File: config.mk
export PLATFORM = sky130hd
export DESIGN_NAME = pipe_stage_skid
export DESIGN_NICKNAME = d
export VERILOG_FILES = /design/src/rtl/pipe_stage_skid.sv
export SDC_FILE = /design/constraint.sdc
export NUM_CORES = 1
export LEC_CHECK = 0
export ABC_AREA = 1
export CORE_UTILIZATION = 36
export DETAILED_ROUTE_END_ITERATION = 12
export GPL_TIMING_DRIVEN = 0
export PLACE_DENSITY = 0.63
export SYNTH_ARGS = -nofsm -noshare
export SYNTH_HDL_FRONTEND = slang
export SYNTH_SLANG_ARGS = --single-unit
File: constraint.sdc
create_clock -name Clk -period 2.1 [get_ports Clk]
set_input_delay 0.525 -clock Clk [delete_from_list [all_inputs] [get_ports Clk]]
set_output_delay 0.525 -clock Clk [all_outputs]
set_load 0.01 [all_outputs]
File: src/rtl/pipe_stage_skid.sv
// rtl/pipe_stage_skid.sv - valid/ready pipeline stage with 2-entry skid buffer, flush and stall
// Optional transfer counter on xfer_cnt when PIPE_STAGE_SKID_XFER_CNT_EN is defined.
module pipe_stage_skid #(
    parameter int               WIDTH      = 128,
    parameter logic [WIDTH-1:0] RESET_DATA = '0
) (
    input  logic             Clk,
    input  logic             Reset,
    input  logic             Stallbar,
    input  logic             Flush,
    input  logic             in_valid,
    output logic             in_ready,
    input  logic [WIDTH-1:0] in_data,
    output logic             out_valid,
    input  logic             out_ready,
`ifdef PIPE_STAGE_SKID_XFER_CNT_EN
    output logic [31:0]      xfer_cnt,
`endif
    output logic [WIDTH-1:0] out_data
);

    localparam logic [1:0] EMPTY = 2'd0;
    localparam logic [1:0] ONE   = 2'd1;
    localparam logic [1:0] TWO   = 2'd2;

    logic [1:0]       state;
    logic [WIDTH-1:0] m_data;
    logic [WIDTH-1:0] s_data;
    logic             accept;
    logic             drain;

    // Handshake outputs come only from registered state and Stallbar, so
    // chained stages never form a combinational ready loop.
    assign in_ready  = Stallbar & (state != TWO);
    assign out_valid = Stallbar & (state != EMPTY);
    assign out_data  = m_data;
    assign accept    = in_valid & in_ready;
    assign drain     = out_valid & out_ready;

    always_ff @(posedge Clk) begin
        if (!Reset) begin
            state  <= EMPTY;
            m_data <= RESET_DATA;
            s_data <= RESET_DATA;
        end else if (Flush) begin
            state <= EMPTY;
        end else if (Stallbar) begin
            case (state)
                EMPTY: begin
                    if (accept) begin
                        m_data <= in_data;
                        state  <= ONE;
                    end
                end
                ONE: begin
                    if (accept && drain) begin
                        m_data <= in_data;
                    end else if (accept) begin
                        s_data <= in_data;
                        state  <= TWO;
                    end else if (drain) begin
                        state <= EMPTY;
                    end
                end
                TWO: begin
                    if (drain) begin
                        m_data <= s_data;
                        state  <= ONE;
                    end
                end
                default: state <= EMPTY;
            endcase
        end
    end

`ifdef PIPE_STAGE_SKID_XFER_CNT_EN
    always_ff @(posedge Clk) begin
        if (!Reset || Flush) begin
            xfer_cnt <= 32'd0;
        end else if (drain) begin
            xfer_cnt <= xfer_cnt + 32'd1;
        end
    end
`endif

endmodule

==> results by group, run 1 <==
Floorplan
  – Core Footprint: 33400 µm²
  – Die Y: 186 µm
  – I/O Pins: 264
  – Die area: 34700 µm²
  – Initial Util: 36.6%
  – Die Wd: 186 µm
  – Core Rows: 67

Route
  – Wirelength per Cell: 13.8 µm
  – DR vias/cell: 4.61
  – Routed WL: 37900 µm
  – 1st-pass router iterations: 4
  – Via count of the routed design: 12649
  – Post-DRT Antenna Nets: 0
  – Residual DRC count: 0
  – Initial DRC Count: 812

Final layout
  – Filler Cells Inserted: 3421
  – Final Util: 49.4%
  – Commonest non-fill, non-tap cell in the layout: nand2_1
  – Synth-to-Final Area Change: 35.0%
  – Nets: 2403
  – Share of layout cells above drive strength 1: 5.80%
  – Non-Filler Instances: 2745
  – Commonest non-fill, non-tap cells in the layout: nand2_1, nor2_1, inv_1, clkdlybuf4s50_1, dfxtp_1

Min path
  – Worst Hold Launch: out_data[8]
  – Hold EP: out_data[8]
  – Hold crit path type: flop to flop
  – Min-Delay Path Depth: 2

Global routing
  – GRT Util Overall: 21.7%
  – Initial antenna violation count: 4
  – First-pass GRT wire length: 61400 µm
  – Largest net degree at the start of global routing: 15
  – GR Overflow Total: 0
  – Vias in the first global route: 11907

Worst setup path
  – Startpoint Class: flop
  – CP max stage cell: clkdlybuf4s50_1
  – Worst Setup SP: out_data[6]
  – R2r setup slk: 0.17 ns
  – Crit path capture type: output pin
  – CP Depth: 1
  – WP buf/inv: 1
  – Worst r2r src: state[0]
  – Worst r2r dst: s_data[6]
  – WS Path Type: flop to output pin
  – Critical path arrival: 1.52 ns
  – CP top delay family: buffers and inverters
  – CP peak stage delay: 0.64 ns
  – Critical-path cell list: clkdlybuf4s50_1
  – Highest fanout seen on the critical path: 2
  – Worst EP required: 1.57 ns
  – R2R depth: 12

STA
  – Final clock skew: 0.00619 ns
  – Normalized max-slew margin: 42.0%
  – Final worst setup slack: 0.0570 ns
  – Worst hold slack: 0.479 ns
  – RSZ-0062 raised after global routing: no
  – Maximum clock rate: 489 MHz
  – Minimum clock period: 2.04 ns
  – Final Hold Fails: 0
  – Worst Max-Slew Pin Slew: 0.871 ns
  – Final Setup Violations: 0
  – Final Slew Violations: 0
  – Final worst-path cycle share: 97.3%
  – TNS Setup: 0 ns

Synthesis
  – #FFs+latches synth: 258
  – Ys Warns: 0
  – Cell Area, Synth: 12200 µm²
  – Syn Inst Count: 1974
  – Avg Cell Area, Syn: 6.20 µm²
  – Post-synthesis sequential area ratio: 42.2%
  – Syn_nets: 2108
  – Yosys cell types: 18

Clocking
  – CTS tree: built
  – Total CTS buffers: 31
  – Longest Clk Path Bufs: 3
  – H-tree depth: 1
  – Clock transition at path regs: 0.06 ns
  – Worst skew pair latency: 0.55 ns
  – CTS Root Cell: clkbuf_16
  – Clock sink total: 258

Place
  – Port Buf Inserts: 262
  – Post-place setup slack: -0.694 ns
  – DP HPWL: 27300 µm
  – Placer Congestion: 0.836
  – Placed insts: 2684

Power
  – Leakage: 8.15 nW
  – Pwr/cell area: 786 nW/µm²
  – Maximum VDD drop: 630 µV

Flow run
  – Max-Cap Viols: 0

Run status
  – Status: finished, final reports clean
per-layer routing:
layer	vias to the layer above	track usage (%)	share of wire [%]
met5	-	0	0
met2	283	36.7	46
met4	0	6.80	2.8
li1	6581	-	-
met1	5726	27.9	46
met3	59	3.87	5.4
logic make-up (layout without fill, tap and decap cells):
| kind of cell | count (synthesis) | count (layout) | share of synthesized area (%) |
|---|---|---|---|
| AND/OR/NAND/NOR | 1177 | 1177 | 38.9 |
| buffers and inverters | 407 | 726 | 13.4 |
| flip-flops | 258 | 258 | 42.2 |
| other | 0 | 4 | 0 |
| AO/OA/AOI/OAI | 132 | 132 | 5.43 |
registers in the layout, indices dropped and copies added, names as in the netlist:
name / count
s_data: 128
state: 2
out_data: 128
metrics by stage:
stage | power [mW] | instance area (µm²)
4_1_cts | 13.1 | 16500
3_3_place_gp | 7.44 | 15400
2_1_floorplan | 6.42 | 12200
3_5_place_dp | 7.46 | 15400
5_1_grt | 13.6 | 16500
6_report | 13.0 | 16500
worst reg2reg max path, cell delays in order (launching register included):
cell,delay [ns]
dfxtp_2,0.33
inv_2,0.09
nand2_2,0.10
nand2_1,0.09
nor2_1,0.06
nand2_1,0.07
inv_2,0.04
nand3_1,0.15
buf_2,0.36
buf_2,0.32
nand2_1,0.09
nand2_1,0.08
nor2_1,0.05
where the power goes:
| part | internal (mW) | switching, mW | total [mW] |
|---|---|---|---|
| Sequential | 5.14 | 0.120 | 5.26 |
| Combinational | 0.960 | 1.14 | 2.10 |
| Clock | 3.47 | 2.16 | 5.63 |
| Total | 9.57 | 3.42 | 13.0 |
cells in the mapped netlist:
cell,number,share of area (%)
buf_4,4,0.25
nor3_1,1,0.041
o21ai_0,128,5.2
buf_1,26,0.80
buf_2,61,2.5
nand2_2,1,0.051
nand4_1,128,6.5
nand2_1,524,16
nand3_1,4,0.16
a21oi_1,3,0.12
nand3_2,2,0.16
buf_6,3,0.28
dfxtp_1,258,42
clkbuf_1,47,1.4
inv_2,3,0.092
nor2_1,517,16
inv_1,263,8.1
a41oi_1,1,0.072
what timing repair did:
action,4_1_cts,5_1_grt
buffers inserted,0,0
hold buffers,0,0
pin swaps,0,0
setup endpoints to repair,102,148
gates resized for setup,7,17
worst max-delay path by stage:
| stage | end | slack (ns) |
|---|---|---|
| final | out_data[6] | 0.06 |
| after global placement | out_data[127] | -0.66 |
| after floorplan | out_data[70] | 0.55 |
| after CTS | out_valid | 0.01 |
| after detailed placement | out_data[98] | -0.69 |
| after global routing | s_data[105] | 0.0007 |
final cells by class:
type                            count  area (µm²)  share of cell area (%)
Antenna cell                        4        10.0                  0.0606
Multi-Input combinational cell   1309        5420                    32.8
Tap cell                          448         561                    3.39
Timing Repair Buffer              262        2620                    15.9
Clock inverter                     14         211                    1.28
Sequential cell                   258        5170                    31.3
Clock buffer                       43         861                    5.21
Inverter                          266         998                    6.05
Buffer                            141         659                    3.99
Note: power is estimated with default switching activity, not from simulation.
==> run 2: changes to the inputs <==
ABC_CLOCK_PERIOD_IN_PS = 2100   (was not set)
==> results of run 2 <==
Final layout, timing and power as in run 1 (identical DEF).
==> run 3: changes to the inputs <==
CTS_BUF_LIST = sky130_fd_sc_hd__clkbuf_8   (was not set)
GPL_TIMING_DRIVEN = not set   (was 0)
==> results by group, run 3 (same netlist as run 1, synthesis figures left out) <==
Floorplan
  – Die Y: 186 µm (unchanged)
  – Core Footprint: 33400 µm² (unchanged)
  – Initial Util: 36.6% (unchanged)
  – Die Wd: 186 µm (unchanged)
  – I/O Pins: 264 (unchanged)
  – Die area: 34700 µm² (unchanged)
  – Core Rows: 67 (unchanged)

Worst setup path
  – Worst r2r dst: out_data[72]
  – Worst EP required: 1.57 ns (about the same)
  – R2r setup slk: 0.39 ns (+0.22 ns)
  – CP peak stage delay: 0.57 ns (-0.07 ns)
  – CP Depth: 1 (unchanged)
  – Critical path arrival: 1.53 ns (about the same)
  – Worst Setup SP: out_data[80]
  – WS Path Type: flop to output pin
  – Startpoint Class: flop
  – Worst r2r src: state[0]
  – Crit path capture: out_data[80]
  – Crit path capture type: output pin
  – CP top delay family: buffers and inverters
  – R2R depth: 10 (-2)
  – Highest fanout seen on the critical path: 2 (unchanged)
  – CP max stage cell: clkdlybuf4s50_1
  – WP buf/inv: 1 (unchanged)
  – Critical-path cell list: clkdlybuf4s50_1

STA
  – Maximum clock rate: 487 MHz (-0.57%)
  – Final worst-path cycle share: 97.8% (+0.55 points)
  – Final clock skew: 0.0237 ns (+0.0175 ns)
  – Final Setup Violations: 0 (unchanged)
  – Minimum clock period: 2.05 ns (+0.0116 ns)
  – Worst hold slack: 0.421 ns (-0.0585 ns)
  – RSZ-0062 raised after global routing: no
  – Final Hold Fails: 0 (unchanged)
  – Final Slew Violations: 0 (unchanged)
  – Normalized max-slew margin: 69.1% (+27 points)
  – Worst Max-Slew Pin Slew: 0.458 ns (-0.413 ns)

Final layout
  – Nets: 2322 (-3.4%)
  – Non-Filler Instances: 2671 (-2.7%)
  – Share of layout cells above drive strength 1: 5.46% (-0.34 points)
  – Synth-to-Final Area Change: 34.3%
  – Commonest non-fill, non-tap cells in the layout: nand2_1, nor2_1, inv_1, clkdlybuf4s50_1, dfxtp_1
  – Commonest non-fill, non-tap cell in the layout: nand2_1

Clocking
  – Clock sink total: 258 (unchanged)
  – Worst skew pair latency: 0.57 ns (+0.02 ns)
  – Longest Clk Path Bufs: 3 (unchanged)
  – Postcts setup bufs: 0 (unchanged)
  – CTS Root Cell: clkbuf_8
  – Hold-fix buffers, CTS: 0 (unchanged)
  – CTS tree: built
  – H-tree depth: 2 (+1)
  – Clock transition at path regs: 0.06 ns (about the same)
  – Total CTS buffers: 47 (+52%)

Place
  – DP HPWL: 22400 µm (-18%)
  – Placer Congestion: 0.822 (-1.7%)
  – Placed insts: 2587 (-3.6%)
  – Port Buf Inserts: 263 (+0.38%)

Route
  – Initial DRC Count: 609 (-25%)
  – Residual DRC count: 0 (unchanged)
  – Via count of the routed design: 12220 (-3.4%)
  – DR vias/cell: 4.58 (-0.72%)
  – Routed WL: 34900 µm (-8.0%)
  – Wirelength per Cell: 13.1 µm (-5.5%)
  – 1st-pass router iterations: 5 (+1)
  – Post-DRT Antenna Nets: 0 (unchanged)

Flow run
  – Max-Cap Viols: 0 (unchanged)

Global routing
  – GR Overflow Total: 0 (unchanged)
  – GRT Util Overall: 19.9% (-1.8 points)
  – First-pass GRT wire length: 57100 µm (-6.9%)
  – Vias in the first global route: 11366 (-4.5%)
  – Largest net degree at the start of global routing: 75 (+60)
  – Initial antenna violation count: 7 (+3)

Run status
  – Status: finished, final reports clean

Power
  – Leakage: 8.19 nW (+0.56%)
  – Maximum VDD drop: 545 µV (-13%)
  – Pwr/cell area: 733 nW/µm² (-6.7%)

Min path
  – Worst Hold Launch: Reset
  – Hold crit path type: input port to flop
## run 3: changes by cell type in the layout (fill, tap and decap cells not counted), moves of 7 or more
cell / change
buf_1: -25
buf_12: +26
buf_2: -59
buf_4: +13
clkbuf_1: -49
clkbuf_16: -31
clkbuf_2: -7
clkbuf_8: +58
inv_1: +13
## run 3: area by class of cell
type	count	area (µm²)
clock buffers	61	840
fillers	3332	17000
flip-flops and latches	258	5170
well taps	448	561
clock inverters	16	63.8
diodes	7	17.5
inverters	266	1000
repair buffers	306	3290
multi-input cells	1309	5490
## run 3: layer usage
layer	vias up	global-route usage (%)	routed length (µm)
met3	73	4.65	2030
met1	5447	24.1	15200
met4	0	9.92	1350
met5	-	0	0
met2	290	33.2	16300
li1	6410	-	-
## run 3: worst min-delay path by stage
stage	cells after the start	slack, ns	endpoint
2_1_floorplan	3	0.48	state[0]
3_3_place_gp	2	0.46	out_data[95]
3_5_place_dp	2	0.47	out_data[91]
4_1_cts	3	0.39	s_data[70]
5_1_grt	3	0.41	s_data[74]
6_report	3	0.42	s_data[78]
## run 3: power breakdown
group	internal [mW]	leakage, nW	switching [mW]
registers	5.14	2.10	0.128
logic	1.03	5.57	1.10
clock network	2.56	0.520	2.08
## run 3: repair_timing
| action | 4_1_cts | 5_1_grt |
|---|---|---|
| resized for setup | 6 | 4 |
| endpoints found under the setup margin | 2 | 3 |
| pin swaps | 0 | 0 |
## run 3: per-stage QoR
step	power [mW]	instance area (µm²)	setup TNS, ns	utilization (%)	setup slack (ns)
2_1_floorplan	6.42	12200	0	-	0.551
3_3_place_gp	7.49	15500	-28.00	46.3	-0.194
6_report	12.0	16400	0	49.1	0.0454
4_1_cts	12.2	16400	0	49.0	0.00487
5_1_grt	12.7	16400	0	49.1	0.00306
3_5_place_dp	7.52	15500	-35.66	46.3	-0.212
